**src/rtl/pe_comp_responder_pkg.sv**
```systemverilog
// Shared router packet layout, info codes and responder state type for the
// PE-side computation control endpoint.
package pe_comp_responder_pkg;

    localparam int ROUTER_WIDTH    = 36;
    localparam int PE_LAYER_NO_BUS = 4;

    localparam int INFO_MSB = 35;
    localparam int INFO_LSB = 32;
    localparam int ADDR_MSB = 31;
    localparam int ADDR_LSB = 16;
    localparam int DATA_MSB = 15;
    localparam int DATA_LSB = 0;

    localparam logic [3:0] ROUTER_INFO_CONFIG        = 4'd1;
    localparam logic [3:0] ROUTER_INFO_READ          = 4'd2;
    localparam logic [3:0] ROUTER_INFO_CALC          = 4'd3;
    localparam logic [3:0] ROUTER_INFO_FIN_BROADCAST = 4'd4;
    localparam logic [3:0] ROUTER_INFO_FIN_COMP      = 4'd5;
    localparam logic [3:0] ROUTER_INFO_UV            = 4'd6;

    typedef enum logic [2:0] {
        ST_IDLE,
        ST_BCAST,
        ST_BCAST_TX,
        ST_BCAST_WAIT,
        ST_COMP,
        ST_COMP_TX,
        ST_COMP_WAIT
    } resp_state_t;

    function automatic logic [ROUTER_WIDTH-1:0] make_packet(
        input logic [3:0]  info,
        input logic [15:0] addr,
        input logic [15:0] data
    );
        return {info, addr, data};
    endfunction

endpackage

```
**src/rtl/pe_comp_responder_if.sv**
```systemverilog
// LOCAL router port bundle: incoming packet stream and outgoing transmit path.
interface pe_comp_responder_if;
    import pe_comp_responder_pkg::*;

    logic                    in_data_valid;
    logic [ROUTER_WIDTH-1:0] in_data;
    logic                    tx_rdy;
    logic                    tx_en;
    logic [ROUTER_WIDTH-1:0] tx_data;

    modport master (
        output in_data_valid,
        output in_data,
        output tx_rdy,
        input  tx_en,
        input  tx_data
    );

    modport slave (
        input  in_data_valid,
        input  in_data,
        input  tx_rdy,
        output tx_en,
        output tx_data
    );

endinterface

```
**src/rtl/pe_fin_packer.sv**
```systemverilog
// Combinational FIN packet builder: chosen info code, addr 0, PE_ID as data.
module pe_fin_packer
    import pe_comp_responder_pkg::*;
#(
    parameter int PE_ID = 0
) (
    input  logic [3:0]              info,
    output logic [ROUTER_WIDTH-1:0] packet
);

    assign packet = make_packet(info, 16'h0000, 16'(PE_ID));

endmodule

```
**src/rtl/pe_comp_responder.sv**
```systemverilog
// PE endpoint of the root computation protocol: forwards CONFIG writes,
// sequences per-layer broadcast/compute phases and reports FIN packets.
module pe_comp_responder
    import pe_comp_responder_pkg::*;
#(
    parameter int PE_ID   = 0,
    parameter int LAYER_W = PE_LAYER_NO_BUS
) (
    input  logic               clk,
    input  logic               rst,
    pe_comp_responder_if.slave router,
    output logic               cfg_wr_en,
    output logic [15:0]        cfg_addr,
    output logic [15:0]        cfg_data,
    output logic               bcast_start,
    input  logic               bcast_done,
    output logic               comp_start,
    input  logic               comp_done,
    output logic [LAYER_W-1:0] layer_idx,
    output logic               busy,
    output logic               calc_done,
    output logic               proto_err
);

    resp_state_t         state;
    resp_state_t         state_next;
    logic [LAYER_W-1:0]  layer_no;
    logic [LAYER_W-1:0]  layer_last;
    logic [LAYER_W-1:0]  idx_next;
    logic                bcast_start_next;
    logic                comp_start_next;
    logic                calc_done_next;
    logic                err_set;
    logic                tx_fire;
    logic [3:0]          tx_info;
    logic [ROUTER_WIDTH-1:0] fin_packet;

    logic [3:0]  pkt_info;
    logic [15:0] pkt_addr;
    logic [15:0] pkt_data;
    logic        is_config;
    logic        is_calc;
    logic        is_fin_bcast;
    logic        is_fin_comp;

    assign pkt_info = router.in_data[INFO_MSB:INFO_LSB];
    assign pkt_addr = router.in_data[ADDR_MSB:ADDR_LSB];
    assign pkt_data = router.in_data[DATA_MSB:DATA_LSB];

    assign is_config    = router.in_data_valid && (pkt_info == ROUTER_INFO_CONFIG);
    assign is_calc      = router.in_data_valid && (pkt_info == ROUTER_INFO_CALC);
    assign is_fin_bcast = router.in_data_valid && (pkt_info == ROUTER_INFO_FIN_BROADCAST);
    assign is_fin_comp  = router.in_data_valid && (pkt_info == ROUTER_INFO_FIN_COMP);

    // layer_no == 0 wraps to a full 2^LAYER_W layers through this subtraction
    assign layer_last = layer_no - LAYER_W'(1);

    always_comb begin
        state_next       = state;
        idx_next         = layer_idx;
        bcast_start_next = 1'b0;
        comp_start_next  = 1'b0;
        calc_done_next   = 1'b0;
        tx_fire          = 1'b0;
        tx_info          = ROUTER_INFO_FIN_BROADCAST;

        case (state)
            ST_IDLE: begin
                if (is_calc) begin
                    state_next       = ST_BCAST;
                    idx_next         = '0;
                    bcast_start_next = 1'b1;
                end
            end
            ST_BCAST: begin
                if (bcast_done) begin
                    if (router.tx_rdy) begin
                        tx_fire    = 1'b1;
                        state_next = ST_BCAST_WAIT;
                    end else begin
                        state_next = ST_BCAST_TX;
                    end
                end
            end
            ST_BCAST_TX: begin
                if (router.tx_rdy) begin
                    tx_fire    = 1'b1;
                    state_next = ST_BCAST_WAIT;
                end
            end
            ST_BCAST_WAIT: begin
                if (is_fin_bcast) begin
                    state_next      = ST_COMP;
                    comp_start_next = 1'b1;
                end
            end
            ST_COMP: begin
                tx_info = ROUTER_INFO_FIN_COMP;
                if (comp_done) begin
                    if (router.tx_rdy) begin
                        tx_fire    = 1'b1;
                        state_next = ST_COMP_WAIT;
                    end else begin
                        state_next = ST_COMP_TX;
                    end
                end
            end
            ST_COMP_TX: begin
                tx_info = ROUTER_INFO_FIN_COMP;
                if (router.tx_rdy) begin
                    tx_fire    = 1'b1;
                    state_next = ST_COMP_WAIT;
                end
            end
            ST_COMP_WAIT: begin
                if (is_fin_comp) begin
                    if (layer_idx == layer_last) begin
                        state_next     = ST_IDLE;
                        idx_next       = '0;
                        calc_done_next = 1'b1;
                    end else begin
                        state_next       = ST_BCAST;
                        idx_next         = layer_idx + LAYER_W'(1);
                        bcast_start_next = 1'b1;
                    end
                end
            end
            default: state_next = ST_IDLE;
        endcase

        err_set = (is_calc      && (state != ST_IDLE))       ||
                  (is_fin_bcast && (state != ST_BCAST_WAIT)) ||
                  (is_fin_comp  && (state != ST_COMP_WAIT))  ||
                  (bcast_done   && (state != ST_BCAST))      ||
                  (comp_done    && (state != ST_COMP));
    end

    always_ff @(posedge clk) begin
        if (rst) begin
            state       <= ST_IDLE;
            layer_idx   <= '0;
            bcast_start <= 1'b0;
            comp_start  <= 1'b0;
            calc_done   <= 1'b0;
            proto_err   <= 1'b0;
        end else begin
            state       <= state_next;
            layer_idx   <= idx_next;
            bcast_start <= bcast_start_next;
            comp_start  <= comp_start_next;
            calc_done   <= calc_done_next;
            proto_err   <= proto_err | err_set;
        end
    end

    // CONFIG writes are accepted in every state, independent of the FSM
    always_ff @(posedge clk) begin
        if (rst) begin
            cfg_wr_en <= 1'b0;
            cfg_addr  <= '0;
            cfg_data  <= '0;
            layer_no  <= '0;
        end else begin
            cfg_wr_en <= is_config;
            if (is_config) begin
                cfg_addr <= pkt_addr;
                cfg_data <= pkt_data;
                if (pkt_addr == 16'h0000) begin
                    layer_no <= pkt_data[LAYER_W-1:0];
                end
            end
        end
    end

    pe_fin_packer #(
        .PE_ID (PE_ID)
    ) u_fin_packer (
        .info   (tx_info),
        .packet (fin_packet)
    );

    assign busy           = (state != ST_IDLE);
    assign router.tx_en   = tx_fire && !rst;
    assign router.tx_data = router.tx_en ? fin_packet : '0;

endmodule

```
**src/flat_wrapper.sv**
```systemverilog
// flat-port wrapper written by rule: the top's interface ports become plain ports
module pe_comp_responder_flat import pe_comp_responder_pkg::*;
#(
    parameter int PE_ID   = 0,
    parameter int LAYER_W = PE_LAYER_NO_BUS
)
  (clk, rst, cfg_wr_en, cfg_addr, cfg_data, bcast_start, bcast_done, comp_start, comp_done, layer_idx, busy, calc_done, proto_err, router_in_data_valid, router_in_data, router_tx_rdy, router_tx_en, router_tx_data);
  pe_comp_responder_if router_i ();
  input  logic clk;
  input  logic rst;
  output logic cfg_wr_en;
  output logic [15:0] cfg_addr;
  output logic [15:0] cfg_data;
  output logic bcast_start;
  input  logic bcast_done;
  output logic comp_start;
  input  logic comp_done;
  output logic [LAYER_W-1:0] layer_idx;
  output logic busy;
  output logic calc_done;
  output logic proto_err;
  input wire logic [$bits(router_i.in_data_valid)-1:0] router_in_data_valid;
  input wire logic [$bits(router_i.in_data)-1:0] router_in_data;
  input wire logic [$bits(router_i.tx_rdy)-1:0] router_tx_rdy;
  output wire logic [$bits(router_i.tx_en)-1:0] router_tx_en;
  output wire logic [$bits(router_i.tx_data)-1:0] router_tx_data;
  assign router_i.in_data_valid = router_in_data_valid;
  assign router_i.in_data = router_in_data;
  assign router_i.tx_rdy = router_tx_rdy;
  assign router_tx_en = router_i.tx_en;
  assign router_tx_data = router_i.tx_data;
  pe_comp_responder #(.PE_ID(PE_ID), .LAYER_W(LAYER_W)) u_core (.clk(clk), .rst(rst), .router(router_i), .cfg_wr_en(cfg_wr_en), .cfg_addr(cfg_addr), .cfg_data(cfg_data), .bcast_start(bcast_start), .bcast_done(bcast_done), .comp_start(comp_start), .comp_done(comp_done), .layer_idx(layer_idx), .busy(busy), .calc_done(calc_done), .proto_err(proto_err));
endmodule
```
**config.mk**
```make
export PLATFORM = sky130hd
export DESIGN_NAME = pe_comp_responder_flat
export DESIGN_NICKNAME = d
export VERILOG_FILES = /design/src/rtl/pe_comp_responder_pkg.sv /design/src/rtl/pe_comp_responder_if.sv /design/src/rtl/pe_fin_packer.sv /design/src/rtl/pe_comp_responder.sv /design/src/flat_wrapper.sv
export SDC_FILE = /design/constraint.sdc
export NUM_CORES = 1
export LEC_CHECK = 0
export CORE_MARGIN = 2
export CORE_UTILIZATION = 67
export DETAILED_ROUTE_END_ITERATION = 6
export DONT_BUFFER_PORTS = 1
export GPL_TIMING_DRIVEN = 0
export PLACE_DENSITY = 0.83
export SLEW_MARGIN = 20
export SYNTH_ARGS = -nofsm -noshare
export SYNTH_HDL_FRONTEND = slang
export SYNTH_SLANG_ARGS = --single-unit
```
**constraint.sdc**
```tcl
create_clock -name clk -period 4.38 [get_ports clk]
set_input_delay 0.876 -clock clk [delete_from_list [all_inputs] [get_ports clk]]
set_output_delay 0.876 -clock clk [all_outputs]
set_load 0.005 [all_outputs]
```
==> run_results.csv <==
group,metric,value,unit
drt,ant_nets,0,
setup_path,r2r_cells,7,
global_routing,overflow,0,
drt,drt_iter0_markers,116,
timing,worst_slack,1.80,ns
floorplan,die-area,4140,um^2
timing,drv_slew,0,
cells_and_area,areaGrowthSynthToFinish,9.64,%
cells_and_area,fin_util,78.4,%
logic_synthesis,ys_ff_latch,48,
min_path,worstHoldPathType,"reg -> reg",
timing,setup-violations-final,0,
cells_and_area,antenna_cells,0,
clock_tree,cts_tree,"done",
clock_tree,insertion_delay,0.36,ns
setup_path,crit_path_start_kind,"flip-flop",
logic_synthesis,yosys-top-cells-count,"nand2_1 (80), dfxtp_1 (48), a21oi_1 (46)",
clock_tree,htree_levels,2,
power,power.leakage,1.05,nW
power,totalPowerFinal,0.906,mW
global_routing,grt_max_degree,15,
logic_synthesis,netlist.area_leader.share,39.4,%
clock_tree,clk_pin_slew,0.13,ns
floorplan,io_pins,121,
timing,fin_worst_skew,0.00661,ns
setup_path,crit_path_start,"u_core.state[2]",
logic_synthesis,synth.most_common_cell,"nand2_1",
logic_synthesis,synth-async-reset-ratio,0,%
place,place_ws,1.89,ns
logic_synthesis,yosys.area.top_type,"dfxtp_1",
setup_path,crit_fanout,10,
global_routing,grt_pass1_wl,8450,um
timing,period_share,58.8,%
logic_synthesis,yosys_warnings,0,
setup_path,criticalPathCategory,"reg -> out",
place,portBuffers,0,
clock_tree,clockRootBuffer,"clkbuf_4",
drt,routedWlPerCell,12.9,um
logic_synthesis,synth_edf_count,0,
timing,min_period,2.58,ns
global_routing,grt_pass1_vias,2006,
floorplan,start_util,71.5,%
drt,dr.pass1.iters,4,
logic_synthesis,avgSynthCellArea,7.87,um^2
logic_synthesis,synth_seq_area_share,39.4,%
logic_synthesis,yosysUniqueCellTypes,45,
clock_tree,clock_path_buffers,2,
floorplan,floorplan.rows,21,
clock_tree,cts_hold_buf,0,
setup_path,end_kind,"primary output",
drt,wirelength,5120,um
min_path,hp-start,"u_core.cfg_data[14]",
clock_tree,cts_setup_buffers,0,
timing,hold_slack,0.484,ns
place,dp_hpwl,4000,um
floorplan,fp.dieH,64.4,um
cells_and_area,drive_above_1_share,16.5,%
drt,dr_total_vias,2112,
place,gp_congestion,0.868,
cells_and_area,stdcell_count,397,
timing,rsz0062_at_grt,"no",
outcome,status,"finished, final reports clean",
clock_tree,cts_sinks,48,
drt,viasPerCell,5.32,
clock_tree,cts_inserted_buffers,5,
setup_path,rrSetupSlack,2.54,ns
floorplan,die_x,64.4,um
global_routing,antenna_found_initial,0,
logic_synthesis,synthCells,310,
clock_tree,cts_resized,0,
setup_path,critical_path_required,3.50,ns
logic_synthesis,syn-cell-area,2440,um^2
timing,tns,0,ns
timing,hold_viol_final,0,
place,dp_cells,389,
setup_path,r2r_start,"u_core.layer_no[0]",
power,max-vdd-ir-drop,0.000251,V
min_path,hold_depth,2,
setup_path,crit_arrival,1.70,ns
global_routing,grt.total_usage,25.6,%
cells_and_area,final_nets,394,
timing,fmax,0.388,GHz
drt,drc,0,
cells_and_area,postLayoutCellArea,2680,um^2
logic_synthesis,synthTopCellsByArea,"dfxtp_1 (39%), nand2_1 (12%), buf_4 (11%)",
power,power_density,338,nW/um^2
logic_synthesis,synthFlopType,"dfxtp_1",
place,place_area,2620,um^2
run,cap_violations,0,
floorplan,core_area,3420,um^2
==> sequential cells by signal (all words and copies together), names as in the netlist <==
name and flops:
u_core.calc_done 1, u_core.state 3, u_core.cfg_data 16, u_core.proto_err 1
u_core.cfg_wr_en 1, u_core.bcast_start 1, u_core.cfg_addr 16, u_core.comp_start 1
u_core.layer_no 4, u_core.layer_idx 4
==> power by group <==
part / switching (mW) / leakage (nW) / internal [mW]
Clock: 0.137 / 0.0295 / 0.0648
Sequential: 0.0117 / 0.388 / 0.449
Combinational: 0.129 / 0.637 / 0.113
==> worst paths after layout <==
| path | endpoint |
|---|---|
| worst min register to register | u_core.cfg_data[14] |
| worst min-delay path | u_core.cfg_data[14] |
| worst max register to register | u_core.state[0] |
| worst max-delay path | router_tx_data[32] |
==> logic make-up (layout without fill, tap and decap cells) <==
family                     Yosys count  count (layout)  synth area share, %
other                                1              34                0.154
AOI/OAI and AO/OA                   72              72                 18.2
DFF                                 48              48                 39.4
buffers and inverters               58              66                 15.1
and+or+nand+nor                    122             122                 22.9
muxes                                2               2                0.820
xor gates and xnor gates             5               5                 2.41
adders and majority gates            2               2                 1.02
==> layout make-up <==
| cell class | count | area (um^2) |
|---|---|---|
| tap | 46 | 57.6 |
| multi-input combinational | 237 | 1230 |
| sequential | 48 | 961 |
| inverter | 5 | 18.8 |
| fill | 270 | 739 |
| clock inverter | 1 | 8.76 |
| buffer | 53 | 350 |
| clock buffer | 7 | 45.0 |
==> metal layers <==
metal  share of wire [%]  up-vias  track usage [%]  routed length [um]
met1                  39      933             29.2                2000
li1                    -     1055                -                   -
met5                   0        -                0                   0
met2                  48      117             43.8                2450
met4                 1.2        0             9.04                  63
met3                  12        7             9.51                 612
==> cell usage in the layout, fill, tap and decap left out, types with 2 or more instances in the layout <==
| master | netlist | routed |
|---|---|---|
| buf_2 | 10 | 10 |
| nand3_1 | 4 | 4 |
| clkbuf_4 | 0 | 5 |
| nand2b_1 | 2 | 2 |
| a31oi_1 | 4 | 4 |
| conb_1 | 1 | 34 |
| mux2i_1 | 2 | 2 |
| nor3_1 | 4 | 4 |
| inv_1 | 5 | 5 |
| a211oi_1 | 2 | 2 |
| nand3b_1 | 4 | 4 |
| clkbuf_1 | 7 | 9 |
| nor2_1 | 8 | 8 |
| nor2b_1 | 2 | 2 |
| xnor2_1 | 3 | 3 |
| buf_4 | 35 | 35 |
| nor4_1 | 4 | 4 |
| ha_1 | 2 | 2 |
| nand2_1 | 80 | 80 |
| nand4_1 | 2 | 2 |
| a21oi_1 | 46 | 46 |
| and2_1 | 2 | 2 |
| dfxtp_1 | 48 | 48 |
| and3b_1 | 2 | 2 |
| or3_1 | 3 | 3 |
| o21ai_0 | 8 | 8 |
==> worst max-delay path, cell delays in order (launching register included) <==
cell	delay, ns
dfxtp_1	0.41
buf_2	0.23
o21a_1	0.14
a21oi_1	0.03
o22ai_1	0.13
and3b_1	0.22
and3_1	0.19
(Power assumes the default switching activity.)
